**src/rtl/uart_rx_cfg_pkg.sv**
```systemverilog
// rtl/uart_rx_cfg_pkg.sv - shared UART encodings, FSM states and timing helpers
package uart_rx_cfg_pkg;

    // Parity mode encodings (shared with the transmitter side)
    localparam int PAR_NONE = 0;
    localparam int PAR_EVEN = 1;
    localparam int PAR_ODD  = 2;

    typedef enum logic [2:0] {
        ST_IDLE   = 3'd0,
        ST_START  = 3'd1,
        ST_DATA   = 3'd2,
        ST_PARITY = 3'd3,
        ST_STOP   = 3'd4
    } rx_state_e;

    // Baud counter value treated as the middle of a bit
    function automatic int uart_mid(input int clk_div);
        return clk_div / 2 - 1;
    endfunction

endpackage

```
**src/rtl/uart_rx_cfg_sync.sv**
```systemverilog
// rtl/uart_rx_cfg_sync.sv - three-flop line synchroniser with falling-edge detect
module uart_rx_sync (
    input  logic sclk,
    input  logic s_rst,
    input  logic rs232_rx,
    output logic rx_s,
    output logic rx_neg
);

    logic s1_q;
    logic s2_q;
    logic s3_q;

    // Shift the asynchronous line through three flops; idle level is high
    always_ff @(posedge sclk or posedge s_rst) begin
        if (s_rst) begin
            s1_q <= 1'b1;
            s2_q <= 1'b1;
            s3_q <= 1'b1;
        end else begin
            s1_q <= rs232_rx;
            s2_q <= s1_q;
            s3_q <= s2_q;
        end
    end

    assign rx_s   = s2_q;
    assign rx_neg = ~s2_q & s3_q;

endmodule

```
**src/rtl/uart_rx_cfg.sv**
```systemverilog
// rtl/uart_rx_cfg.sv - configurable UART receiver with voting, error flags and holding register
module uart_rx_cfg
    import uart_rx_cfg_pkg::*;
#(
    parameter int CLK_DIV   = 5208,
    parameter int DATA_BITS = 8,
    parameter int PARITY    = 0,
    parameter int STOP_BITS = 1
) (
    input  logic                 sclk,
    input  logic                 s_rst,
    input  logic                 rs232_rx,
    output logic [DATA_BITS-1:0] rx_data,
    output logic                 rx_valid,
    input  logic                 rx_ready,
    output logic                 parity_err,
    output logic                 frame_err,
    output logic                 overrun,
    output logic                 rx_busy
);

    localparam int CW     = $clog2(CLK_DIV);
    localparam int MID    = uart_mid(CLK_DIV);
    localparam int K_LAST = DATA_BITS + ((PARITY != PAR_NONE) ? 1 : 0) + STOP_BITS;

    localparam logic [CW-1:0] CNT_LAST = CW'(CLK_DIV - 1);
    localparam logic [CW-1:0] MID_M1   = CW'(MID - 1);
    localparam logic [CW-1:0] MID_C    = CW'(MID);
    localparam logic [CW-1:0] MID_P1   = CW'(MID + 1);
    localparam logic [3:0]    IDX_DLST = 4'(DATA_BITS);
    localparam logic [3:0]    IDX_LAST = 4'(K_LAST);

    logic                 rx_s;
    logic                 rx_neg;
    logic                 rx_neg_q;
    logic                 vote;

    rx_state_e            state_q;
    logic [CW-1:0]        baud_cnt_q;
    logic [3:0]           bit_idx_q;
    logic [1:0]           samp_q;
    logic [DATA_BITS-1:0] shift_q;
    logic                 perr_acc_q;
    logic                 ferr_acc_q;

    logic [DATA_BITS-1:0] rx_data_q;
    logic                 rx_valid_q;
    logic                 parity_err_q;
    logic                 frame_err_q;
    logic                 overrun_q;
    logic                 rx_busy_q;

    uart_rx_sync u_sync (
        .sclk     (sclk),
        .s_rst    (s_rst),
        .rs232_rx (rs232_rx),
        .rx_s     (rx_s),
        .rx_neg   (rx_neg)
    );

    // One extra stage on the edge detect so START opens with baud_cnt=0 four edges after the line is first seen low
    always_ff @(posedge sclk or posedge s_rst) begin
        if (s_rst) begin
            rx_neg_q <= 1'b0;
        end else begin
            rx_neg_q <= rx_neg;
        end
    end

    // Two stored samples (MID-1, MID) plus the live sample at MID+1
    assign vote = (samp_q[0] & samp_q[1]) | (samp_q[0] & rx_s) | (samp_q[1] & rx_s);

    // Frame FSM, baud/bit counters, voter sampling and the output holding register
    always_ff @(posedge sclk or posedge s_rst) begin
        if (s_rst) begin
            state_q      <= ST_IDLE;
            baud_cnt_q   <= '0;
            bit_idx_q    <= '0;
            samp_q       <= 2'b11;
            shift_q      <= '0;
            perr_acc_q   <= 1'b0;
            ferr_acc_q   <= 1'b0;
            rx_data_q    <= '0;
            rx_valid_q   <= 1'b0;
            parity_err_q <= 1'b0;
            frame_err_q  <= 1'b0;
            overrun_q    <= 1'b0;
            rx_busy_q    <= 1'b0;
        end else begin
            overrun_q <= 1'b0;
            if (rx_valid_q && rx_ready) begin
                rx_valid_q <= 1'b0;
            end

            case (state_q)
                ST_IDLE: begin
                    if (rx_neg_q) begin
                        state_q    <= ST_START;
                        baud_cnt_q <= '0;
                        bit_idx_q  <= '0;
                        perr_acc_q <= 1'b0;
                        ferr_acc_q <= 1'b0;
                        rx_busy_q  <= 1'b1;
                    end
                end
                default: begin
                    if (baud_cnt_q == CNT_LAST) begin
                        baud_cnt_q <= '0;
                        bit_idx_q  <= bit_idx_q + 4'd1;
                    end else begin
                        baud_cnt_q <= baud_cnt_q + 1'b1;
                    end

                    if (baud_cnt_q == MID_M1) begin
                        samp_q[0] <= rx_s;
                    end
                    if (baud_cnt_q == MID_C) begin
                        samp_q[1] <= rx_s;
                    end

                    if (baud_cnt_q == MID_P1) begin
                        case (state_q)
                            ST_START: begin
                                if (vote) begin
                                    state_q   <= ST_IDLE;
                                    rx_busy_q <= 1'b0;
                                end
                            end
                            ST_DATA: begin
                                shift_q <= {vote, shift_q[DATA_BITS-1:1]};
                            end
                            ST_PARITY: begin
                                perr_acc_q <= ((^shift_q) ^ vote) != (PARITY == PAR_ODD);
                            end
                            ST_STOP: begin
                                if (!vote) begin
                                    ferr_acc_q <= 1'b1;
                                end
                                // Leave at mid-bit so a start edge in the back half of the stop bit is caught
                                if (bit_idx_q == IDX_LAST) begin
                                    state_q   <= ST_IDLE;
                                    rx_busy_q <= 1'b0;
                                    if (!rx_valid_q || rx_ready) begin
                                        rx_valid_q   <= 1'b1;
                                        rx_data_q    <= shift_q;
                                        parity_err_q <= perr_acc_q;
                                        frame_err_q  <= ferr_acc_q | ~vote;
                                    end else begin
                                        overrun_q <= 1'b1;
                                    end
                                end
                            end
                            default: ;
                        endcase
                    end

                    if (baud_cnt_q == CNT_LAST) begin
                        case (state_q)
                            ST_START:  state_q <= ST_DATA;
                            ST_DATA: begin
                                if (bit_idx_q == IDX_DLST) begin
                                    state_q <= (PARITY != PAR_NONE) ? ST_PARITY : ST_STOP;
                                end
                            end
                            ST_PARITY: state_q <= ST_STOP;
                            default: ;
                        endcase
                    end
                end
            endcase
        end
    end

    assign rx_data    = rx_data_q;
    assign rx_valid   = rx_valid_q;
    assign parity_err = parity_err_q;
    assign frame_err  = frame_err_q;
    assign overrun    = overrun_q;
    assign rx_busy    = rx_busy_q;

endmodule

```
**config.mk**
```make
export PLATFORM = sky130hd
export DESIGN_NAME = uart_rx_cfg
export DESIGN_NICKNAME = d
export VERILOG_FILES = /design/src/rtl/uart_rx_cfg_pkg.sv /design/src/rtl/uart_rx_cfg_sync.sv /design/src/rtl/uart_rx_cfg.sv
export SDC_FILE = /design/constraint.sdc
export NUM_CORES = 1
export LEC_CHECK = 0
export BUFFER_PORTS_ARGS = -buffer_cell sky130_fd_sc_hd__buf_4
export CAP_MARGIN = 40
export CORE_MARGIN = 8
export CORE_UTILIZATION = 45
export DETAILED_ROUTE_END_ITERATION = 10
export SYNTH_ARGS = -nofsm -noshare
export SYNTH_HDL_FRONTEND = slang
export SYNTH_SLANG_ARGS = --single-unit
```
**constraint.sdc**
```tcl
create_clock -name sclk -period 1.9 [get_ports sclk]
set_input_delay 0.38 -clock sclk [delete_from_list [all_inputs] [get_ports sclk]]
set_output_delay 0.38 -clock sclk [all_outputs]
set_load 0.02 [all_outputs]
```
# Word-level counts from Yosys, hierarchy flattened
# Index checks and enable logic that the tools add are counted.
[totals]
word_cells = 103
input_bits = 4
ff_bits = 49
out_inout_bits = 13
[classes]
n_mux = 40
bitwise = 11
n_reduce_logical = 18
n_eq_ne = 14
add_sub_neg = 2
[ops]
columns = ["op", "count"]
rows = [
  ["13-bit by 12-bit equality test with 1-bit output (second input constant)", 3],
  ["13-bit two-way mux", 3],
  ["1-bit two-way mux", 24],
  ["3-bit two-way mux", 7],
  ["13-bit by 1-bit adder with 13-bit output (second input constant)", 1],
  ["13-bit equality test (second input constant)", 1],
  ["4-bit two-way mux", 3],
  ["5-bit AND reduction", 2],
  ["3-bit one-hot mux with 3 select lines", 1],
  ["4-bit equality test (second input constant)", 2],
  ["2-bit nonzero test", 4],
  ["8-bit XOR reduction", 1],
  ["3-bit by 2-bit equality test with 1-bit output (second input constant)", 2],
  ["3-bit != test (second input constant)", 2],
  ["3-bit one-hot mux with 2 select lines", 1],
  ["2-bit AND reduction", 3],
  ["3-bit AND reduction", 2],
  ["4-bit by 1-bit adder with 4-bit output (second input constant)", 1],
  ["1-bit AND", 4],
  ["4-bit AND reduction", 1],
  ["3-bit by 1-bit equality test with 1-bit output (second input constant)", 1],
  ["3-bit equality test (second input constant)", 1],
  ["3-bit logical NOT", 1],
  ["1-bit NOT", 3],
  ["other kinds (9)", 11],
]

# Longest topological paths before layout
# Gate-level depths: netlist of the first run.
[logic_depth]
depth_word = 10
ltp_mapped = 7
mapped_depth_nobuf = 6

# By module
# A second synthesis of the first run with hierarchy kept.
[hier_totals]
hier_cells = 235
hier_area_um2 = 2547.4
[modules_own_cells]
columns = ["mod", "area_per_inst_um2", "cells_each", "instances"]
rows = [
  ["uart_rx_cfg", 2451.1, 230, 1],
  ["uart_rx_sync", 96.3, 5, 1],
]

# Worst setup path before layout of the first run
# No wires, ideal clock.
[synth_path]
kind = "flip-flop to flip-flop"
from = "reg baud_cnt_q[0]"
to = "reg frame_err_q, in the netlist frame_err"
setup_slack_ps = 200
setup_ps = 125
stages_incl_launch_ff = 8
period_less_slack_ps = 1700
arrival_ps = 1575
path_buffers = 1
required_ps = 1775
path_cell_list = "dfrtp_1 -> inv_1 -> ha_1 -> and2_1 -> nand4_2 -> nor3b_2 -> buf_4 -> mux2_2"
[synth_via]
elab_chain_cells = 2
[synth_lines]
columns = ["item", "line_no", "source"]
rows = [
  ["start: declaration", "uart_rx_cfg.sv:39", "logic [CW-1:0] baud_cnt_q;"],
  ["start signal: assignment", "uart_rx_cfg.sv:111", "baud_cnt_q <= baud_cnt_q + 1'b1;"],
  ["13-bit by 12-bit equality test with 1-bit output", "uart_rx_cfg.sv:121", "if (baud_cnt_q == MID_P1) begin"],
  ["5-bit AND reduction (no source line)", "-", ""],
  ["end signal: assignment", "uart_rx_cfg.sv:147", "frame_err_q <= ferr_acc_q | ~vote;"],
  ["end: declaration", "uart_rx_cfg.sv:49", "logic frame_err_q;"],
]
# Every way passes these cells.
# A chain may end at the register's enable or synchronous reset.

# Worst setup path after layout of the first run
# Ends and elaborated chain as after synthesis.

==> results of run 1 <==
==> power by group <==
group,internal [mW],total [mW],switching (mW)
combinational,0.211,0.448,0.237
clock,0.260,0.601,0.342
sequential,1.12,1.20,0.0893
==> cell families after synthesis <==
| group | share of synthesized area [%] |
|---|---|
| buffers and inverters | 3.79 |
| and+or+nand+nor | 19.2 |
| xor gates and xnor gates | 3.34 |
| AOI/OAI and AO/OA | 10.5 |
| DFF | 49.2 |
| adders and majority gates | 3.39 |
| muxes | 10.6 |
==> cells in the mapped netlist (2+ instances only) <==
master     n  area, µm²
nor2_1    12       45.0
a21o_1     3       22.5
and4bb_1   2       25.0
o21ai_0   10       50.1
nand3_1    9       45.0
dfrtp_1   44       1100
and4_1     2       17.5
nand4_1    6       37.5
nor3_1     2       10.0
or3_1      2       12.5
mux2i_1    3       30.0
dfstp_2    5        131
inv_1     10       37.5
and2_1     2       12.5
xnor2_1    7       61.3
a21oi_1    7       35.0
buf_2      4       20.0
a22o_1     5       43.8
a41oi_1    2       17.5
nand2b_1   3       18.8
o211ai_1   2       15.0
nand2_1   14       52.6
ha_1       6       75.1
buf_4      3       22.5
or2_2      2       12.5
nor2b_1    2       12.5
mux2_2    21        236
and3_1     5       31.3
==> per-stage QoR <==
step	area (µm²)	utilization (%)
final	2940	54.1
after global routing	2940	54.1
after CTS	2890	53.2
after detailed placement	2810	51.6
after global placement	2810	51.6
after floorplan	2510	-
==> timing repair <==
| action | CTS | global route |
|---|---|---|
| setup buffers | 0 | 3 |
| hold buffers | 0 | 0 |
| resized for setup | 0 | 11 |
| setup endpoints to repair | 0 | 10 |
==> area by class of cell <==
type | instances | share of cell area (%)
Sequential cell | 49 | 41.9
Multi-Input combinational cell | 152 | 40.5
Timing Repair Buffer | 36 | 10.3
Tap cell | 72 | 3.06
Clock buffer | 6 | 2.46
Inverter | 10 | 1.27
Clock inverter | 2 | 0.510
==> layer usage <==
layer	vias to the layer above	GRT usage, %	share of wire (%)
met3	7	3.16	3.9
met2	26	19.7	48
met5	-	0	0
met4	0	5.41	1.5
met1	837	15.9	47
li1	864	-	-
==> cells in the final DEF, fill, tap and decap left out, types with 5 or more instances in the layout <==
cell type  synthesis  final
clkbuf_8           0      5
nand3_1            9      9
and3_1             5      5
ha_1               6      5
mux2_2            21     21
buf_4              3     32
inv_1             10      7
dfstp_2            5      5
a21oi_1            7      7
a22o_1             5      5
nand4_1            6      6
o21ai_0           10     10
nor2_1            12     12
xnor2_1            7      7
nand2_1           14     14
dfrtp_1           44     42
==> how the worst min path moves through the flow <==
| stage | to | depth (start not counted) |
|---|---|---|
| after detailed placement | u_sync.rx_s | 0 |
| after floorplan | u_sync.rx_s | 0 |
| final | rx_data[3] | 2 |
| after global routing | rx_data[3] | 2 |
| after global placement | u_sync.rx_s | 0 |
| after CTS | rx_data[4] | 2 |
==> sequential cells by signal (all words and copies together), names as in the netlist, 2 cells and up <==
register,flops
baud_cnt_q,13
bit_idx_q,4
rx_data,8
samp_q,2
shift_q,8
state_q,3
==> results.md, run 1 <==
| Parameter | Reported |
|:---|:---|
| Async set or reset register ratio after synthesis | 100% |
| Post-Synthesis Mean Instance Area | 11.4 µm² |
| NumNets Final | 264 |
| Max Cap Violations | 0 |
| Critical path depth | 7 |
| Ys Warns | 0 |
| Number of enable flip-flop cells after synthesis | 0 |
| Initial antenna violation count | 0 |
| Crit-path max FO | 5 |
| Setup slack at placement | 87.0 ps |
| Final WS setup | 98.4 ps |
| Clock transition at the registers of the reported paths | 90 ps |
| Final setup violation count | 0 |
| Starting utilization of the core area | 46.1% |
| Mapped Cells | 220 |
| Post-synthesis cell type count | 53 |
| Tightest slew margin relative to the limit | 75.3% |
| Class of the worst hold path | primary input to asynchronous set/reset pin |
| Chip Width | 90.6 µm |
| Total vias in the final route | 1,734 |
| Reg2Reg Capture Point | frame_err |
| Post-synthesis sequential element count | 49 |
| Number of buffers and inverters on the critical path | 2 |
| Number of cells after detailed placement | 315 |
| Drt drc | 0 |
| Final worst path period share | 94.8% |
| Synth Flop Type | dfrtp_1 |
| GRT overflow | 0 |
| Height of the die | 90.6 µm |
| Number of primary I/O pins | 17 |
| Remaining number of nets flagged by the antenna check after routing | 0 |
| Clk_lat worst skew | 300 ps |
| # fillers | 473 |
| Required time at the endpoint of the critical path | 2090 ps |
| Via count of the first global-routing pass | 1,782 |
| TritonCTS clock tree | built |
| Combined area of all synthesized cells | 2510 µm² |
| Layout Skew | 3.32 ps |
| Highest Clock Rate | 555 MHz |
| Maximum root-to-sink buffer count | 2 |
| IR Drop Worst-Case VDD | 380 µV |
| Row cnt | 27 |
| Reg2Reg Setup Slack | 100 ps |
| Combined area of the multi-input logic cells | 1190 µm² |
| Drt wl/cell | 15.1 µm |
| Per-cell via count in the routed design | 5.30 |
| Number of buffers added on ports | 16 |
| First-pass GRT wire length | 8.54 mm |
| CP arrival | 1990 ps |
| Worst hold margin | 51.0 ps |
| Power density normalized to cell area | 765 nW/µm² |
| Core Region | 5440 µm² |
| Max Transition Viols Final | 0 |
| Final critical path time including I/O delays and setup | 1800 ps |
| Kind of cell adding the most delay to the critical path | simple AND/OR/NAND/NOR gates |
| End of the critical path | frame_err |
| Cells traversed along the worst timing path | inv_2 > ha_1 > and2_4 > nand4_2 > nor3b_4 > buf_6 > mux2_2 |
| Start of the worst register-to-register path | baud_cnt_q[0] |
| CTS H-Tree Depth | 2 |
| Overall global routing resource usage | 12.5% |
| Clock buffers created by TritonCTS | 5 |
| Crit Path Category | register to register |
| Number of cells on the worst reg-to-reg path | 7 |
| Area growth syn-to-layout | 17.4% |
| Static leakage power | 1.42 nW |
| Count of TritonRoute iterations in the first routing pass | 6 |
| Sequential cell area | 1230 µm² |
| Synthesized netlist net count | 230 |
| Pin count of the biggest net entering global routing | 34 |
| Drt total wl | 4.94 mm |
| Diodes inserted | 0 |
| Layout Cells excl Fill | 327 |
| Fraction of the yosys area taken by sequential cells | 49.2% |
| Critical Path Max Stage Delay | 420 ps |
| Nature of the critical path startpoint | register |
| Detailed placement HPWL | 3.49 mm |
| Initial DRC count | 58 |
| Measured slew at the worst slew-check pin | 370 ps |
| Total Power Consumption | 2.25 mW |
| Number of clock sinks | 49 |
| Critical Path Sink Type | register |
| Cell with the largest stage delay on the worst path | dfrtp_1 |
| Post-route setup TNS | 0 ps |
| Root Buffer | clkbuf_8 |
| Number of hold violations in the final report | 0 |
| Outcome | finished clean |
| Routability congestion estimate | 0.767 |
| Fraction of final layout cells with drive strength greater than 1 | 33.7% |
| CP startpoint | baud_cnt_q[0] |
| Die outline area | 8220 µm² |
Note: power is estimated with default switching activity, not from simulation.
==> run 2, diff against run 1 <==
--- a/config.mk
+++ b/config.mk
@@ -10,6 +10,8 @@
 export CORE_MARGIN = 8
 export CORE_UTILIZATION = 45
 export DETAILED_ROUTE_END_ITERATION = 10
+export PLACE_DENSITY_LB_ADDON = 0.2
+export RECOVER_POWER = 25
 export SYNTH_ARGS = -nofsm -noshare
 export SYNTH_HDL_FRONTEND = slang
 export SYNTH_SLANG_ARGS = --single-unit
==> run 2 against run 1 <==
  * Global-route usage fell by 0.58 points
  * Highest routed layer unchanged
  * Core utilization fell by 0.69 points
  * First-iteration DRC count fell by 5.2%
  * Largest cell class unchanged
  * Wire length fell by 3.8%
  * Final cell count fell by 1.2%
  * Setup slack got worse by 49 ps
  * Via count fell by 0.29%
==> results.md, run 2 (synthesized netlist as in run 1, its figures left out) <==
| Parameter | Reported | vs previous |
|:---|:---|:---|
| Row cnt | 27 | unchanged |
| NumNets Final | 260 | -1.5% |
| Max Cap Violations | 0 | unchanged |
| Combined area of the multi-input logic cells | 1200 µm² | +0.53% |
| Layout Skew | 6.09 ps | +2.77 ps |
| Number of primary I/O pins | 17 | unchanged |
| Tightest slew margin relative to the limit | 22.2% | -53 points |
| Die outline area | 8220 µm² | unchanged |
| Final worst path period share | 97.4% | +2.6 points |
| Top library cells by usage in the layout, fill and taps aside | 43 x dfrtp_1, 26 x buf_4, 21 x mux2_2 |  |
| Clock transition at the registers of the reported paths | 100 ps | about the same |
| First-pass GRT wire length | 8.14 mm | -4.7% |
| Required time at the endpoint of the critical path | 2090 ps | about the same |
| Drt wl/cell | 14.7 µm | -2.6% |
| Crit Path Category | register to register |  |
| Most common cell after layout, fill and taps aside | dfrtp_1 |  |
| Initial antenna violation count | 0 | unchanged |
| Global route hottest layer | met2 |  |
| Critical Path Max Stage Delay | 430 ps | about the same |
| Chip Width | 90.6 µm | unchanged |
| Power density normalized to cell area | 769 nW/µm² | +0.48% |
| IR Drop Worst-Case VDD | 349 µV | -8.3% |
| TritonCTS clock tree | built |  |
| Register ranked first by flip-flop count | baud_cnt_q |  |
| Sequential cell area | 1230 µm² | -0.10% |
| Initial DRC count | 55 | -5.2% |
| Number of clock sinks | 49 | unchanged |
| CP startpoint | baud_cnt_q[10] |  |
| Root Buffer | clkbuf_8 |  |
| Overall global routing resource usage | 12.0% | -0.58 points |
| Fraction of final layout cells with drive strength greater than 1 | 31.9% | -1.9 points |
| Routability congestion estimate | 0.762 | -0.66% |
| GR Util met3 | 3.49% | +0.33 points |
| Number of buffers and inverters on the critical path | 1 | -1 |
| Number of hold violations in the final report | 0 | unchanged |
| CP arrival | 2040 ps | +50 ps |
| Total vias in the final route | 1,729 | -0.29% |
| Global routing usage on met2 | 18.6% | -1.2 points |
| Final setup violation count | 0 | unchanged |
| Core Region | 5440 µm² | unchanged |
| Max Transition Viols Final | 0 | unchanged |
| Starting utilization of the core area | 46.1% | unchanged |
| Min-Delay Startpoint | rs232_rx |  |
| Via count of the first global-routing pass | 1,698 | -4.7% |
| Worst hold margin | 179 ps | +128 ps |
| # fillers | 483 | +2.1% |
| Cells traversed along the worst timing path | and4bb_2 > nand4_4 > nor3b_4 > buf_6 > mux2_2 |  |
| Detailed placement HPWL | 3.27 mm | -6.4% |
| Per-cell via count in the routed design | 5.35 | +0.95% |
| Nature of the critical path startpoint | register |  |
| Kind of cell adding the most delay to the critical path | simple AND/OR/NAND/NOR gates |  |
| Outcome | finished clean |  |
| Internal power contribution | 1.56 mW | -1.3% |
| Class of the worst hold path | primary input to register |  |
| Sw power | 0.671 mW | +0.40% |
| Start of the worst register-to-register path | baud_cnt_q[10] |  |
| Portion of total power attributed to the clock network | 28.1% | +1.4 points |
| Share of total power in sequential cells | 53.6% | about the same |
| Highest Clock Rate | 540 MHz | -2.6% |
| Critical Path Sink Type | register |  |
| Net Sw Frac | 30.0% | +0.36 points |
| Drt total wl | 4.75 mm | -3.8% |
| Drt drc | 0 | unchanged |
| Final critical path time including I/O delays and setup | 1850 ps | +48.9 ps |
| Flip-flop count of the largest register after layout | 13 | unchanged |
| Pin count of the biggest net entering global routing | 50 | +47% |
| Crit-path max FO | 5 | unchanged |
| GRT overflow | 0 | unchanged |
| Grt met1 use | 15.6% | -0.30 points |
| Remaining number of nets flagged by the antenna check after routing | 0 | unchanged |
| Static leakage power | 1.38 nW | -2.6% |
| CTS H-Tree Depth | 2 | unchanged |
| Cts-stage hold buffer count | 0 | unchanged |
| Part of the power in combinational logic | 18.3% | -1.6 points |
| Cell with the largest stage delay on the worst path | dfrtp_1 |  |
| Maximum root-to-sink buffer count | 2 | unchanged |
| Count of TritonRoute iterations in the first routing pass | 4 | -2 |
| Area growth syn-to-layout | 15.9% |  |
| Measured slew at the worst slew-check pin | 1170 ps | +796 ps |
| Height of the die | 90.6 µm | unchanged |
| Clk_lat worst skew | 300 ps | about the same |
| Total Power Consumption | 2.24 mW | -0.80% |
| Diodes inserted | 0 | unchanged |
| Clock buffers created by TritonCTS | 5 | unchanged |
| Number of buffers added on ports | 16 | unchanged |
| Core occupancy in the finished layout | 53.4% | -0.69 points |
==> run 2: power by group through the flow <==
stage	clock network (mW)	registers [mW]	logic, mW
2_1_floorplan	0	1.20	0.271
3_3_place_gp	0	1.21	0.408
3_5_place_dp	0	1.21	0.409
4_1_cts	0.651	1.19	0.411
5_1_grt	0.688	1.21	0.463
6_report	0.628	1.20	0.410
==> run 2: metrics by stage <==
step / instance area (µm²) / setup slack [ps] / std cells / setup TNS (ps)
detailed placement: 2790 / 22.5 / 313 / 0
global route: 2910 / -33.6 / 323 / -217
global placement: 2790 / 129 / 313 / 0
finish: 2910 / 49.5 / 323 / 0
floorplan: 2510 / 200 / 220 / 0
CTS: 2880 / 10.0 / 321 / 0
==> run 2: worst register-to-register path, stage by stage, from the launching register on <==
cell	delay, ps
dfrtp_1	430
and4bb_2	380
nand4_4	130
nor3b_4	280
buf_6	180
mux2_2	340
==> run 2: cell type report <==
cell class	instances	area share, %
inverter	10	1.29
clock inverter	3	0.732
multi-input combinational	152	41.2
tap	72	3.10
clock buffer	5	2.37
sequential	49	42.4
timing repair buffer	32	8.87
==> run 2: worst paths after layout <==
| kind | endpoint | slack [ps] | depth (start not counted) |
|---|---|---|---|
| min in group asynchronous | baud_cnt_q[8] | 450 | 3 |
| worst max-delay path | rx_data[2] | 50 | 5 |
| worst max register to register | rx_data[2] | 50 | 5 |
| worst min register to register | u_sync.rx_s | 360 | 0 |
| worst min-delay path | u_sync.s1_q | 180 | 1 |
| max in group asynchronous | baud_cnt_q[1] | 680 | 3 |
==> run 2: repair_timing <==
action	CTS	global route
setup buffers	0	1
resized for setup	0	10
endpoints found under the setup margin	0	10
==> run 2: per-layer routing <==
layer  vias up  routed length (µm)
li1        853                   -
met1       847                2310
met2        22                2190
met3         7                 191
met4         0                  55
met5         -                   0
==> run 3, diff against run 2 <==
--- a/config.mk
+++ b/config.mk
@@ -10,6 +10,7 @@
 export CORE_MARGIN = 8
 export CORE_UTILIZATION = 45
 export DETAILED_ROUTE_END_ITERATION = 10
+export MAX_ROUTING_LAYER = met4
 export PLACE_DENSITY_LB_ADDON = 0.2
 export RECOVER_POWER = 25
 export SYNTH_ARGS = -nofsm -noshare
==> run 3 against run 2 <==
  * Clock power about the same
  * Critical path depth unchanged
  * Die area unchanged
  * Sequential power about the same
  * Register-to-register slack about the same
  * Core utilization unchanged
  * Final cell count unchanged
  * Power about the same
  * Critical endpoint unchanged
  * Largest cell class unchanged
==> results.md, run 3 (synthesized netlist as in run 1, its figures left out) <==
| Parameter | Reported | vs previous |
|:---|:---|:---|
| Static leakage power | 1.38 nW | unchanged |
| Reg2Reg Setup Slack | 50 ps | about the same |
| Worst hold stages | 1 | unchanged |
| Height of the die | 90.6 µm | unchanged |
| Root Buffer | clkbuf_8 |  |
| Min-Delay Startpoint | rs232_rx |  |
| Drt total wl | 4.77 mm | +0.44% |
| Number of cells on the worst reg-to-reg path | 5 | unchanged |
| CTS H-Tree Depth | 2 | unchanged |
| Area growth syn-to-layout | 15.9% | unchanged |
| Number of clock sinks | 49 | unchanged |
| Maximum root-to-sink buffer count | 2 | unchanged |
| Number of primary I/O pins | 17 | unchanged |
| Highest Clock Rate | 541 MHz | about the same |
| Start of the worst register-to-register path | baud_cnt_q[10] |  |
| Layout Cells excl Fill | 323 | unchanged |
| Critical Path Max Stage Delay | 430 ps | about the same |
| Count of TritonRoute iterations in the first routing pass | 4 | unchanged |
| Chip Width | 90.6 µm | unchanged |
| Number of hold violations in the final report | 0 | unchanged |
| Top library cells by usage in the layout, fill and taps aside | 43 x dfrtp_1, 26 x buf_4, 21 x mux2_2 |  |
| Clock buffers created by TritonCTS | 5 | unchanged |
| Initial antenna violation count | 0 | unchanged |
| Flip-flop count of the largest register after layout | 13 | unchanged |
| First-pass GRT wire length | 8.15 mm | about the same |
| Clock transition at the registers of the reported paths | 100 ps | about the same |
| Tightest slew margin relative to the limit | 20.7% | -1.5 points |
| Register ranked first by flip-flop count | baud_cnt_q |  |
| GRT overflow | 0 | unchanged |
| Worst hold margin | 179 ps | -0.0590 ps |
| Crit-path max FO | 5 | unchanged |
| Class of the worst hold path | primary input to register |  |
| Total Power Consumption | 2.24 mW | about the same |
| Max Cap Violations | 0 | unchanged |
| Fraction of final layout cells with drive strength greater than 1 | 31.9% | unchanged |
| Overall global routing resource usage | 12.3% | +0.36 points |
| Via count of the first global-routing pass | 1,695 | -0.18% |
| Core occupancy in the finished layout | 53.4% | unchanged |
| Initial DRC count | 62 | +13% |
| Power density normalized to cell area | 769 nW/µm² | about the same |
| Cell area reported after detailed placement | 2790 µm² | unchanged |
| Reg2Reg Capture Point | rx_data[2] |  |
| Die outline area | 8220 µm² | unchanged |
| Total vias in the final route | 1,726 | -0.17% |
| Cells traversed along the worst timing path | and4bb_2 > nand4_4 > nor3b_4 > buf_6 > mux2_2 |  |
| Summed area of non-filler cells in the final layout | 2910 µm² | unchanged |
| Core Region | 5440 µm² | unchanged |
| Most common cell after layout, fill and taps aside | dfrtp_1 |  |
| Nature of the critical path startpoint | register |  |
| NumNets Final | 260 | unchanged |
| Final worst path period share | 97.3% | about the same |
| TritonCTS clock tree | built |  |
| Diodes inserted | 0 | unchanged |
| Cell with the largest stage delay on the worst path | dfrtp_1 |  |
| Starting utilization of the core area | 46.1% | unchanged |
| Pin count of the biggest net entering global routing | 50 | unchanged |
| Crit Path Category | register to register |  |
| Endpoint with the worst hold slack | u_sync.s1_q |  |
| Measured slew at the worst slew-check pin | 1190 ps | +23.0 ps |
| Clk_lat worst skew | 300 ps | about the same |
| Setup slack at placement | 22.5 ps | unchanged |
| Required time at the endpoint of the critical path | 2090 ps | about the same |
| Outcome | finished clean |  |
| # fillers | 483 | unchanged |
| IR Drop Worst-Case VDD | 349 µV | about the same |
| Per-cell via count in the routed design | 5.34 | -0.17% |
| Number of buffers and inverters on the critical path | 1 | unchanged |
| Critical Path Sink Type | register |  |
| Routability congestion estimate | 0.772 | +1.3% |
| CP arrival | 2040 ps | about the same |
| Layout Skew | 6.12 ps | +0.0392 ps |
| Max Transition Viols Final | 0 | unchanged |
| Number of cells after detailed placement | 313 | unchanged |
| Row cnt | 27 | unchanged |
| Detailed placement HPWL | 3.27 mm | unchanged |
| Kind of cell adding the most delay to the critical path | simple AND/OR/NAND/NOR gates |  |
| Final setup violation count | 0 | unchanged |
| Drt wl/cell | 14.8 µm | +0.44% |
| Post-route setup TNS | 0 ps | unchanged |
| Remaining number of nets flagged by the antenna check after routing | 0 | unchanged |
| Final critical path time including I/O delays and setup | 1850 ps | -1.55 ps |
| Number of buffers added on ports | 16 | unchanged |
| Final WS setup | 51.0 ps | +1.55 ps |
| Drt drc | 0 | unchanged |
[run 3: cell counts in the layout (fill, tap and decap cells not counted)]
Identical to the previous run, type by type.
[run 3: cell type report]
class	instances	area, µm²	share of cell area, %
Clock buffer	5	68.8	2.37
Clock inverter	3	21.3	0.732
Inverter	10	37.5	1.29
Multi-Input combinational cell	152	1200	41.2
Sequential cell	49	1230	42.4
Tap cell	72	90.1	3.10
Timing Repair Buffer	32	258	8.87
[run 3: what timing repair did]
action | in CTS | in global routing
resized for setup | 0 | 10
buffers inserted | 0 | 1
hold buffers | 0 | 0
setup endpoints to repair | 0 | 10
[run 3: routing by layer]
| layer | GRT usage, % | vias to the layer above | part of all wire, % | wire [µm] |
|---|---|---|---|---|
| li1 | - | 854 | - | - |
| met1 | 15.6 | 845 | 49 | 2330 |
| met2 | 18.6 | 20 | 46 | 2210 |
| met3 | 3.49 | 7 | 3.8 | 180 |
| met4 | 3.74 | 0 | 1.1 | 54 |
| met5 | - | - | 0 | 0 |
[run 3: where the power goes]
part	switching (mW)	leakage [nW]	internal [mW]
registers	0.0845	0.650	1.11
logic	0.220	0.686	0.190
clock network	0.366	0.0445	0.262
[run 3: worst max path at each step]
stage                         startpoint    endpoint  depth (start not counted)
after floorplan            baud_cnt_q[0]   frame_err                          7
after global placement     baud_cnt_q[0]  rx_data[1]                          7
after detailed placement   baud_cnt_q[0]  rx_data[2]                          7
after CTS                  baud_cnt_q[0]  rx_data[2]                          7
after global routing        bit_idx_q[1]  rx_data[2]                          6
final                     baud_cnt_q[10]  rx_data[2]                          5
